$ cat src/rtl/uc_pkg.sv
// Shared types and constants for the multicycle control unit: FSM states,
// opcode patterns, error codes and parameter defaults.
package uc_pkg;

    typedef enum logic [1:0] {
        ST_FETCH = 2'd0,
        ST_EXEC  = 2'd1,
        ST_HALT  = 2'd2
    } state_t;

    // Exact-match opcodes; ALU (1xxxxx) and LI (0001xx) are matched by prefix.
    localparam logic [5:0] OPC_NOP    = 6'b000000;
    localparam logic [5:0] OPC_J      = 6'b010000;
    localparam logic [5:0] OPC_JZ     = 6'b010001;
    localparam logic [5:0] OPC_JNZ    = 6'b010010;
    localparam logic [3:0] OPC_LI_PFX = 4'b0001;

    localparam logic [1:0] ERR_NONE    = 2'b00;
    localparam logic [1:0] ERR_ILLEGAL = 2'b01;
    localparam logic [1:0] ERR_TIMEOUT = 2'b10;

    localparam int unsigned FETCH_TIMEOUT_DEF = 8;
    localparam int unsigned CNT_W_DEF         = 16;

endpackage

$ cat src/rtl/uc_decode.sv
// Combinational instruction decoder: maps the latched opcode and the live
// zero flag to datapath control signals, flagging opcodes outside the ISA.
module uc_decode
    import uc_pkg::*;
(
    input  logic [5:0] ir_op,
    input  logic       z,
    output logic       s_inc,
    output logic       s_inm,
    output logic       we3,
    output logic       wez,
    output logic [2:0] Op,
    output logic       illegal
);

    always_comb begin
        s_inc   = 1'b1;
        s_inm   = 1'b0;
        we3     = 1'b0;
        wez     = 1'b0;
        Op      = 3'b000;
        illegal = 1'b0;
        if (ir_op[5]) begin
            Op  = ir_op[4:2];
            we3 = 1'b1;
            wez = 1'b1;
        end else if (ir_op[5:2] == OPC_LI_PFX) begin
            s_inm = 1'b1;
            we3   = 1'b1;
        end else begin
            case (ir_op)
                OPC_NOP: s_inc = 1'b1;
                OPC_J:   s_inc = 1'b0;
                OPC_JZ:  s_inc = ~z;
                OPC_JNZ: s_inc = z;
                default: illegal = 1'b1;
            endcase
        end
    end

endmodule

$ cat src/rtl/uc_secuencial.sv
// Multicycle FETCH/EXEC control unit for the microc datapath, with fetch
// timeout, illegal-opcode halt and a saturating retired-instruction counter.
module uc_secuencial
    import uc_pkg::*;
#(
    parameter int unsigned CNT_W         = CNT_W_DEF,
    parameter int unsigned FETCH_TIMEOUT = FETCH_TIMEOUT_DEF
) (
    input  logic             clk,
    input  logic             reset,
    input  logic [5:0]       Opcode,
    input  logic             z,
    input  logic             imem_ready,
    output logic             s_inc,
    output logic             s_inm,
    output logic             we3,
    output logic             wez,
    output logic [2:0]       Op,
    output logic             pc_we,
    output logic             halted,
    output logic [1:0]       err_code,
    output logic [CNT_W-1:0] instr_count
);

    localparam int unsigned WAIT_W = (FETCH_TIMEOUT > 1) ? $clog2(FETCH_TIMEOUT + 1) : 1;

    state_t             state_q, state_d;
    logic [5:0]         ir_op_q, ir_op_d;
    logic [WAIT_W-1:0]  wait_q, wait_d;
    logic [1:0]         err_q, err_d;
    logic [CNT_W-1:0]   cnt_q, cnt_d;

    logic       dec_s_inc, dec_s_inm, dec_we3, dec_wez, dec_illegal;
    logic [2:0] dec_op;
    logic       timeout_hit;

    uc_decode u_decode (
        .ir_op   (ir_op_q),
        .z       (z),
        .s_inc   (dec_s_inc),
        .s_inm   (dec_s_inm),
        .we3     (dec_we3),
        .wez     (dec_wez),
        .Op      (dec_op),
        .illegal (dec_illegal)
    );

    // True on the not-ready cycle that would bring the wait count up to the limit.
    always_comb begin
        timeout_hit = (FETCH_TIMEOUT != 0) && ((32'(wait_q) + 32'd1) >= FETCH_TIMEOUT);
    end

    always_comb begin
        state_d = state_q;
        ir_op_d = ir_op_q;
        wait_d  = wait_q;
        err_d   = err_q;
        cnt_d   = cnt_q;
        case (state_q)
            ST_FETCH: begin
                if (imem_ready) begin
                    ir_op_d = Opcode;
                    state_d = ST_EXEC;
                end else begin
                    wait_d = wait_q + WAIT_W'(1);
                    if (timeout_hit) begin
                        state_d = ST_HALT;
                        err_d   = ERR_TIMEOUT;
                    end
                end
            end
            ST_EXEC: begin
                if (dec_illegal) begin
                    state_d = ST_HALT;
                    err_d   = ERR_ILLEGAL;
                end else begin
                    state_d = ST_FETCH;
                    wait_d  = '0;
                    if (cnt_q != '1) begin
                        cnt_d = cnt_q + CNT_W'(1);
                    end
                end
            end
            default: begin
                state_d = ST_HALT;
            end
        endcase
    end

    always_ff @(posedge clk or negedge reset) begin
        if (!reset) begin
            state_q <= ST_FETCH;
            ir_op_q <= '0;
            wait_q  <= '0;
            err_q   <= ERR_NONE;
            cnt_q   <= '0;
        end else begin
            state_q <= state_d;
            ir_op_q <= ir_op_d;
            wait_q  <= wait_d;
            err_q   <= err_d;
            cnt_q   <= cnt_d;
        end
    end

    // Controls derive from the state register, so an asynchronous reset idles them at once.
    always_comb begin
        s_inc = 1'b1;
        s_inm = 1'b0;
        we3   = 1'b0;
        wez   = 1'b0;
        Op    = 3'b000;
        pc_we = 1'b0;
        if (state_q == ST_EXEC) begin
            s_inc = dec_s_inc;
            s_inm = dec_s_inm;
            we3   = dec_we3;
            wez   = dec_wez;
            Op    = dec_op;
            pc_we = ~dec_illegal;
        end
    end

    assign halted      = (state_q == ST_HALT);
    assign err_code    = err_q;
    assign instr_count = cnt_q;

endmodule

$ cat config.mk
export PLATFORM = sky130hd
export DESIGN_NAME = uc_secuencial
export DESIGN_NICKNAME = d
export VERILOG_FILES = /design/src/rtl/uc_pkg.sv /design/src/rtl/uc_decode.sv /design/src/rtl/uc_secuencial.sv
export SDC_FILE = /design/constraint.sdc
export NUM_CORES = 1
export LEC_CHECK = 0
export ABC_AREA = 1
export CORE_MARGIN = 10
export CORE_UTILIZATION = 40
export CTS_CLUSTER_DIAMETER = 100
export DETAILED_ROUTE_END_ITERATION = 7
export PLACE_DENSITY = 0.65
export SLEW_MARGIN = 30
export SYNTH_ARGS = -nofsm -noshare
export SYNTH_HDL_FRONTEND = slang
export SYNTH_SLANG_ARGS = --single-unit
$ cat constraint.sdc
create_clock -name clk -period 2.03 [get_ports clk]
set_input_delay 0.609 -clock clk [delete_from_list [all_inputs] [get_ports clk]]
set_output_delay 0.609 -clock clk [all_outputs]
set_load 0.01 [all_outputs]
==> flow_summary.yaml <==
outcome:
  outcome: "finished, final reports clean"
timing:
  fmax_mhz: 501.7
  min_period_over_period_pct: 98.18
  fin_crit_ns: 1.993
  slew_viol_final: 0
  hold_viol: 0
  skew_ns: 0.009906
  setup_violations: 0
  holdWs_ns: 0.4858
  tightest_slew_ns: 0.3802
  maxSlewHeadroom_pct: 74.66
  rsz0062_at_grt: "yes"
  setup_slack_ns: 0.03690
  setup_tns_ns: 0
critical_path:
  critical_path.max_fanout: 4
  reg2reg_to: "instr_count[1]"
  r2r_start: "instr_count[0]"
  crit_arrival_ns: 1.38
  crit_path_start: "ir_op_q[2]"
  critPathKind: "flip-flop to output port"
  reg2reg_depth: 9
  r2r_slack_ns: 0.46
  endpoint_kind: "output port"
  crit_required_ns: 1.42
  crit_path_start_kind: "flip-flop"
synth:
  yosysTopAreaCellShare_pct: 43.17
  ys_seq_area_share_pct: 43.17
  ys.flop_type: "dfrtp_1"
  yosysUniqueCellTypes: 27
  yosys-top-cells-count: "nand2_1, dfrtp_1, nor2_1"
  syn-cell-area_sq_um: 1739
  yosys-top-cells-area: "dfrtp_1, nand2_1, nor2_1, inv_1, nand3_1"
  syn_inst: 232
  synth_area_leader_cell: "dfrtp_1"
  synth_edf_count: 0
  yosysMostFrequentCell: "nand2_1"
  ys_ff_latch: 30
  syn-num-nets: 245
  synth.avg_cell_area_sq_um: 7.496
  ys_async_sr_fraction_pct: 100.0
  yosys_warnings: 0
route:
  drc: 0
  first_pass_iters: 4
  dr.first_iter.drc_count: 64
  wirelength_um: 4005
  antenna_left: 0
  viasPerCell: 4.692
  vias: 1600
  wl_per_cell_um: 11.74
global_routing:
  grt_pass1_vias: 1573
  grt_usage_pct: 11.23
  grt_pass1_wl_um: 6927
  antenna_found_initial: 0
  grt_max_degree: 31
  globalRouteOverflowTotal: 0
place:
  gp_congestion: 0.8384
  port_buffers: 36
  post-place-ws_ns: -0.4291
  dp.final_hpwl_um: 2985
  dp_cells: 331
floorplan:
  rows: 23
  pin_count: 37
  die_w_um: 85.94
  fp.dieH_um: 85.94
  die_area_sq_um: 7386
  start_util_pct: 42.26
  core-area_sq_um: 4115
layout:
  postLayoutCoreUtil_pct: 57.53
  stdcell_count: 341
  antennaDiodeCount: 0
  area_growth_pct: 36.12
  nets: 303
  layout-drive-gt1-share_pct: 20.62
cts:
  cts_buffers: 5
  h-tree-depth: 2
  clock_latency_ns: 0.28
  tritoncts_num_sinks: 30
  hold_buffers: 0
  path_clk_slew_ns: 0.07
  cts_tree: "done"
  clock-root-buffer: "clkbuf_8"
  clockBufferDepth: 2
power_and_ir_drop:
  peakVddDrop_mv: 0.5913
  p_int_uw: 1542
  power_density_nw_per_um2: 1052
  p_comb_share_pct: 43.0
  seq_power_share_pct: 37.0
  p_leak_uw: 0.001160
  p_clk_share_pct: 20.0
  power.switching_uw: 948.0
  p_sw_share_pct: 38.07
worst_hold_path:
  hp-start: "err_code[1]"
  hold_depth: 2
  hold_path.class: "flip-flop to flip-flop"
  hold_end: "err_code[1]"
flow_run:
  maxCapViolCount: 0
final cells by class:
type	instances	area, sq um
multi-input cells	176	907.1
flip-flops and latches	30	752.0
clock buffers	6	82.58
well taps	50	62.56
clock inverters	2	12.51
repair buffers	54	464.2
inverters	23	86.33
fillers	386	1748
stage by stage:
step	cell area [sq um]	total power, uW
2_1_floorplan	1739	1470
3_3_place_gp	2247	1912
3_5_place_dp	2247	1924
4_1_cts	2344	2436
5_1_grt	2367	2704
6_report	2367	2490
layer usage:
layer,track usage [%],part of all wire [%],vias to the layer above
li1,-,-,838
met1,12.84,45,730
met2,17.51,46,28
met3,4.920,7.6,4
met4,5.389,1.7,0
met5,0,0,-
state kept, by name (all words and copies together), names as in the netlist:
signal	cells
state_q	2
err_code	2
wait_q	4
instr_count	16
ir_op_q	6
how the worst max path moves through the flow:
stage,slack (ns),cells after the start,to
2_1_floorplan,0.28,5,Op[0]
3_3_place_gp,-0.42,4,s_inc
3_5_place_dp,-0.43,4,s_inc
4_1_cts,-0.006,6,s_inc
5_1_grt,-0.04,7,pc_we
6_report,0.04,8,pc_we
cells by family after synthesis:
kind of cell | count (synthesis) | synth area share, %
compound gates | 14 | 4.605
xor+xnor | 13 | 6.547
fa+ha+maj | 3 | 2.159
buf+inv | 26 | 6.978
flops | 30 | 43.17
simple gates | 146 | 36.55
power groups by stage:
stage                     sequential, uW  combinational, uW  clock, uW
after CTS                            907               1010        514
after global routing                 954               1210        539
final                                922               1070        498
after global placement               910               1000          0
after detailed placement             910               1010          0
after floorplan                      911                558          0
critical path, cell delays in order (launching register included):
cell,delay (ns)
dfrtp_2,0.44
inv_2,0.08
nand2_2,0.06
nor2_1,0.08
nand2_1,0.06
nand3_2,0.07
nand2_2,0.06
inv_1,0.05
clkdlybuf4s15_2,0.21
repair_timing:
item | in CTS | in global routing
resized for setup | 25 | 18
setup buffers | 0 | 2
endpoints found under the setup margin | 9 | 8
pin swaps | 1 | 2
cell usage in the layout (no fill, tap or decap), types with 2 or more instances in the layout:
master and instances:
nand2_1 86, dfrtp_1 29, clkdlybuf4s50_1 26, nor2_1 24
inv_1 18, buf_4 18, nand3_1 12, o21ai_0 8
xor2_1 7, xnor2_1 6, clkbuf_8 6, inv_2 5
nor2_4 4, nor2_2 4, nand4_1 4, nand2_2 3
nand3_2 3, ha_1 3, clkbuf_2 3, buf_2 3
nand2_4 2, dlygate4sd2_1 2
Note: power is estimated with default switching activity, not from simulation.
